<file path="src/rtl/dm_arbiter.sv">
// dm_arbiter: shares one word-addressed data memory between the core LSU
// (port 0) and the debug/DMA loader (port 1). Round-robin on contention,
// one access per grant, registered read data, and a two-cycle
// read-modify-write for partial (sub-word) stores.
module dm_arbiter #(
    parameter int DEPTH_WORDS = 3072
) (
    input  logic        clk,
    input  logic        reset,
    input  logic        req0,
    input  logic        we0,
    input  logic [31:0] addr0,
    input  logic [31:0] wdata0,
    input  logic [3:0]  be0,
    input  logic        req1,
    input  logic        we1,
    input  logic [31:0] addr1,
    input  logic [31:0] wdata1,
    input  logic [3:0]  be1,
    output logic        gnt0,
    output logic        gnt1,
    output logic        rvalid0,
    output logic        rvalid1,
    output logic [31:0] rdata,
    output logic        err0,
    output logic        err1,
    output logic [31:0] mem_adr,
    output logic        mem_write,
    output logic [31:0] mem_wdata,
    input  logic [31:0] mem_rdata
);

    typedef struct packed {
        logic        we;
        logic [31:0] addr;
        logic [31:0] wdata;
        logic [3:0]  be;
    } req_t;

    typedef enum logic {IDLE, RMW} state_t;

    // First byte address past the end of the memory.
    localparam logic [31:0] LIMIT = 32'(4 * DEPTH_WORDS);

    state_t      state;
    logic        last;       // port granted on the most recent contended cycle
    logic [31:0] hold_adr;   // RMW target, word aligned
    logic [31:0] hold_data;  // merged word to write in the RMW cycle

    req_t        r0, r1, sel;
    logic        pick1;
    logic        granted;
    logic        sel_oor;
    logic        sel_full;
    logic        sel_partial;
    logic [31:0] merged;

    assign r0 = '{we: we0, addr: addr0, wdata: wdata0, be: be0};
    assign r1 = '{we: we1, addr: addr1, wdata: wdata1, be: be1};

    // Arbitration: lone requester wins; on a tie the port that did not win
    // the previous tie goes. Nothing is granted in reset or during RMW.
    always_comb begin
        pick1 = 1'b0;
        if (req0 && req1)
            pick1 = ~last;
        else
            pick1 = req1;
        sel         = pick1 ? r1 : r0;
        granted     = !reset && (state == IDLE) && (req0 || req1);
        gnt0        = granted && !pick1;
        gnt1        = granted &&  pick1;
        sel_oor     = sel.addr >= LIMIT;
        sel_full    = sel.be == 4'hF;
        sel_partial = sel.we && !sel_full && (sel.be != 4'h0) && !sel_oor;
    end

    // Byte-lane merge of new store data over the current memory word.
    for (genvar i = 0; i < 4; i++) begin : g_merge
        assign merged[8*i +: 8] = sel.be[i] ? sel.wdata[8*i +: 8] : mem_rdata[8*i +: 8];
    end

    // Memory port: RMW cycle replays the held word, otherwise the granted
    // request drives the address; only full in-range stores write directly.
    always_comb begin
        mem_adr   = {sel.addr[31:2], 2'b00};
        mem_wdata = sel.wdata;
        mem_write = granted && sel.we && sel_full && !sel_oor;
        if (state == RMW) begin
            mem_adr   = hold_adr;
            mem_wdata = hold_data;
            mem_write = !reset;
        end
    end

    // Sequencing: read-data return, error pulses, tie history and RMW entry.
    always_ff @(posedge clk) begin
        if (reset) begin
            state     <= IDLE;
            last      <= 1'b1;
            hold_adr  <= '0;
            hold_data <= '0;
            rvalid0   <= 1'b0;
            rvalid1   <= 1'b0;
            err0      <= 1'b0;
            err1      <= 1'b0;
            rdata     <= '0;
        end else begin
            rvalid0 <= 1'b0;
            rvalid1 <= 1'b0;
            err0    <= 1'b0;
            err1    <= 1'b0;
            case (state)
                IDLE: begin
                    if (granted) begin
                        if (req0 && req1)
                            last <= pick1;
                        if (sel_oor) begin
                            err0 <= !pick1;
                            err1 <= pick1;
                        end
                        if (!sel.we) begin
                            rvalid0 <= !pick1;
                            rvalid1 <= pick1;
                            rdata   <= sel_oor ? 32'h0 : mem_rdata;
                        end else if (sel_partial) begin
                            hold_adr  <= {sel.addr[31:2], 2'b00};
                            hold_data <= merged;
                            state     <= RMW;
                        end
                    end
                end
                RMW:     state <= IDLE;
                default: state <= IDLE;
            endcase
        end
    end

endmodule

</file>
<file path="config.mk">
export PLATFORM = sky130hd
export DESIGN_NAME = dm_arbiter
export DESIGN_NICKNAME = d
export VERILOG_FILES = /design/src/rtl/dm_arbiter.sv
export SDC_FILE = /design/constraint.sdc
export NUM_CORES = 1
export LEC_CHECK = 0
export CORE_MARGIN = 4
export CORE_UTILIZATION = 41
export DETAILED_ROUTE_END_ITERATION = 10
export PLACE_DENSITY = 0.82
export SYNTH_ARGS = -nofsm -noshare
export SYNTH_HDL_FRONTEND = slang
export SYNTH_SLANG_ARGS = --single-unit
</file>
<file path="constraint.sdc">
create_clock -name clk -period 2.1 [get_ports clk]
set_clock_uncertainty 0.1 [all_clocks]
set_input_delay 0.21 -clock clk [delete_from_list [all_inputs] [get_ports clk]]
set_output_delay 0.21 -clock clk [all_outputs]
set_load 0.02 [all_outputs]
</file>
==> results.py <==
metrics = {
    "status": {
        "status": "finished with violations",
        "violations": "setup timing",
    },
    "logic_synthesis": {
        "synth_cell_types": 37,
        "syn_avg_cell_area_sq_um": 9.028,
        "synth_area_sq_um": 5570,
        "ys_warn_count": 0,
        "yosysSeqAreaShare_pct": 35.94,
        "synth_cells": 617,
        "synth_seq_cells": 100,
    },
    "critical_path": {
        "path_class": "primary input to flop",
        "worst_r2r_endpoint": "hold_adr[6]$_SDFFE_PP0P_",
        "start_kind": "primary input",
        "timing.rr.start": "last$_SDFFE_PP1P_",
        "critPathArrivalTime_ns": 2.30,
        "worstPathMaxFanout": 6,
        "reg2reg_depth": 9,
        "regToRegSetupSlack_ns": 0,
        "required_ns": 2.27,
        "crit_path_end_kind": "flop",
    },
    "grt": {
        "met2_usage_pct": 44.56,
        "grt_pass1_vias": 6279,
        "grt_use_met3_pct": 7.290,
        "gr-max-usage-layer": "met2",
        "grt_usage_pct": 25.69,
        "grt_max_degree": 53,
        "grt-ovfl-total": 0,
        "grt_pass1_wl_mm": 32.55,
        "grt.met1_usage_pct": 29.86,
        "antenna_found_initial": 0,
    },
    "die": {
        "dieHeight_microns": 124.6,
        "core-area_sq_um": 13300,
        "ioPinCount": 277,
        "die_w_microns": 124.6,
        "rows": 42,
        "initial_utilization_pct": 41.90,
        "die_area_sq_um": 15520,
    },
    "power_and_ir_drop": {
        "power.switching_uw": 1377,
        "p_seq_share_pct": 38.7,
        "combinationalPowerShare_pct": 27.5,
        "p_leak_uw": 0.003849,
        "switching_share_pct": 27.96,
        "ir_worst_vdd_mv": 0.3366,
        "powerDensity_nw_per_um2": 520.5,
        "fin_total_pwr_uw": 4923,
        "internal_power_uw": 3547,
        "clockPowerShare_pct": 33.9,
    },
    "cells_and_area": {
        "synthToLayoutAreaGrowth_pct": 69.79,
        "final_cells": 1131,
        "diodes": 0,
        "final_common_cell": "clkdlybuf4s50_1",
        "fill_cells": 1021,
        "multi_input_area_sq_um": 3416,
        "finalNetCount": 1124,
        "seqCellArea_sq_um": 2009,
        "drive_above_1_share_pct": 24.19,
        "final_cell_mix": "clkdlybuf4s50_1, nand2_1, dfxtp_1",
    },
    "clocking": {
        "clk_latency_ns": 0.34,
        "htree_levels": 3,
        "clk_path_buf_depth": 2,
        "cts_sinks": 100,
        "cts-root-buf": "clkbuf_16",
        "cts_tree": "yes",
        "cts.hold.buffers_added": 0,
        "numCtsBuffers": 9,
        "clk_pin_slew_worst_paths_ns": 0.07,
    },
    "place": {
        "place_hpwl_mm": 14.94,
        "gp_congestion": 0.9135,
        "dp.cells": 1095,
        "port_buffers": 270,
        "place_ws_ns": -0.5045,
    },
    "drt": {
        "vias_per_cell": 5.359,
        "first_pass_iters": 5,
        "via_count": 6061,
        "drt-initial-drc-count": 270,
        "wirelength_mm": 21.52,
        "wl_per_cell_microns": 19.03,
        "ant_nets": 0,
        "drc": 0,
    },
    "timing": {
        "tightest_slew_ns": 0.6699,
        "hold_viol": 0,
        "fin_crit_ns": 2.125,
        "min_period_over_period_pct": 101.2,
        "max_freq_ghz": 0.4706,
        "whs_ns": 0.3555,
        "setup_viol": 6,
        "drv_slew": 0,
        "slew_headroom_pct": 54.93,
        "rsz0062_at_grt": "yes",
        "setup_ws_ns": -0.02486,
    },
    "worst_hold_path": {
        "worstHoldStart": "hold_adr[2]$_SDFFE_PP0P_",
        "hold_path_depth": 2,
        "hp-class": "flop to flop",
        "min_to": "hold_adr[2]$_SDFFE_PP0P_",
    },
    "job": {
        "maxCapViolations": 0,
    },
}
==> Yosys cell counts <==
| cell type | number | area (sq um) |
|---|---|---|
| nand2_1 | 148 | 555.5 |
| dfxtp_1 | 100 | 2002 |
| mux2i_1 | 92 | 920.9 |
| o21ai_0 | 52 | 260.3 |
| a22o_1 | 32 | 280.3 |
| o211ai_1 | 32 | 240.2 |
| o22a_1 | 32 | 280.3 |
| clkbuf_1 | 26 | 97.59 |
| nor3b_2 | 18 | 225.2 |
| mux2_2 | 14 | 157.7 |
| nor4_1 | 9 | 56.30 |
| buf_2 | 8 | 40.04 |
| nor2_1 | 7 | 26.28 |
| buf_12 | 5 | 100.1 |
| buf_4 | 5 | 37.54 |
| nand3_1 | 4 | 20.02 |
| nand4_1 | 4 | 25.02 |
| a31oi_1 | 3 | 18.77 |
| o21a_1 | 3 | 22.52 |
| a211oi_1 | 2 | 15.01 |
| and4_1 | 2 | 17.52 |
| buf_1 | 2 | 7.510 |
| inv_1 | 2 | 7.510 |
| nor3_1 | 2 | 10.01 |
| a21bo_2 | 1 | 10.01 |
| a21boi_4 | 1 | 18.77 |
| a22oi_4 | 1 | 21.27 |
| a32o_1 | 1 | 10.01 |
| and3_4 | 1 | 11.26 |
| buf_6 | 1 | 11.26 |
| buf_8 | 1 | 15.01 |
| conb_1 | 1 | 3.750 |
| inv_2 | 1 | 3.750 |
| nand4_2 | 1 | 12.51 |
| o31ai_2 | 1 | 12.51 |
| or4_1 | 1 | 7.510 |
| xor2_1 | 1 | 8.760 |
==> worst max-delay path, stage by stage <==
cell             delay [ns]
clkdlybuf4s50_1        0.45
nor4_1                 0.40
nand3_2                0.16
a22oi_4                0.18
buf_6                  0.14
and3_4                 0.27
buf_12                 0.15
clkbuf_16              0.14
mux2i_1                0.19
==> timing repair <==
item,4_1_cts,5_1_grt
setup endpoints to repair,115,133
pin swaps,12,11
buffers inserted,7,8
cloned,7,4
resized for setup,288,76
==> flip-flops by register name (all words and copies together), names as in the netlist <==
| name | cells |
|---|---|
| rdata | 32 |
| err0 | 1 |
| rvalid0 | 1 |
| rvalid1 | 1 |
| err1 | 1 |
| hold_data | 32 |
| last | 1 |
| hold_adr | 30 |
| state | 1 |
==> per-layer routing <==
| layer | vias up | share of wire, % |
|---|---|---|
| li1 | 2933 | - |
| met1 | 2850 | 40 |
| met2 | 240 | 50 |
| met3 | 38 | 7.4 |
| met4 | 0 | 2.7 |
| met5 | - | 0 |
==> power by group through the flow <==
stage          logic [uW]  clock network, uW  registers [uW]
6_report             1350               1670            1900
5_1_grt              1440               1760            1900
3_5_place_dp         1370                  0            1950
2_1_floorplan         530                  0            1950
3_3_place_gp         1360                  0            1950
4_1_cts              1330               1700            1900
==> kinds of logic after synthesis <==
logic type / share of synthesized area, %
AO/OA/AOI/OAI: 21.36
XOR/XNOR: 0.1573
buffers and inverters: 5.750
flip-flops: 35.94
multiplexers: 19.36
other: 0.06732
AND/OR/NAND/NOR: 17.36
==> how the worst max path moves through the flow <==
stage                                           to  depth (start not counted)  slack [ns]              start
after floorplan                        mem_adr[14]                          5        0.18  last$_SDFFE_PP1P_
after global placement                   mem_write                          8       -0.53          addr0[21]
after detailed placement                 mem_write                          8       -0.50          addr0[21]
after CTS                                mem_write                          6       -0.07  last$_SDFFE_PP1P_
after global routing      hold_adr[6]$_SDFFE_PP0P_                          9       -0.07          addr1[12]
final                     hold_adr[6]$_SDFFE_PP0P_                          9       -0.02          addr1[29]
==> layout make-up <==
type / count / area share, %
Clock inverter: 3 / 0.1984
Multi-Input combinational cell: 468 / 36.12
Timing Repair Buffer: 368 / 37.03
Tap cell: 176 / 2.328
Clock buffer: 13 / 2.963
Inverter: 3 / 0.1191
Sequential cell: 100 / 21.25
==> metrics by stage <==
stage | utilization (%) | instance area, sq um | TNS, ns
5_1_grt | 71.14 | 9458 | -1.292
6_report | 71.14 | 9458 | -0.06647
3_5_place_dp | 67.27 | 8944 | -59.82
4_1_cts | 70.04 | 9311 | -1.816
3_3_place_gp | 67.27 | 8944 | -59.80
2_1_floorplan | - | 5574 | 0
(Power assumes the default switching activity.)
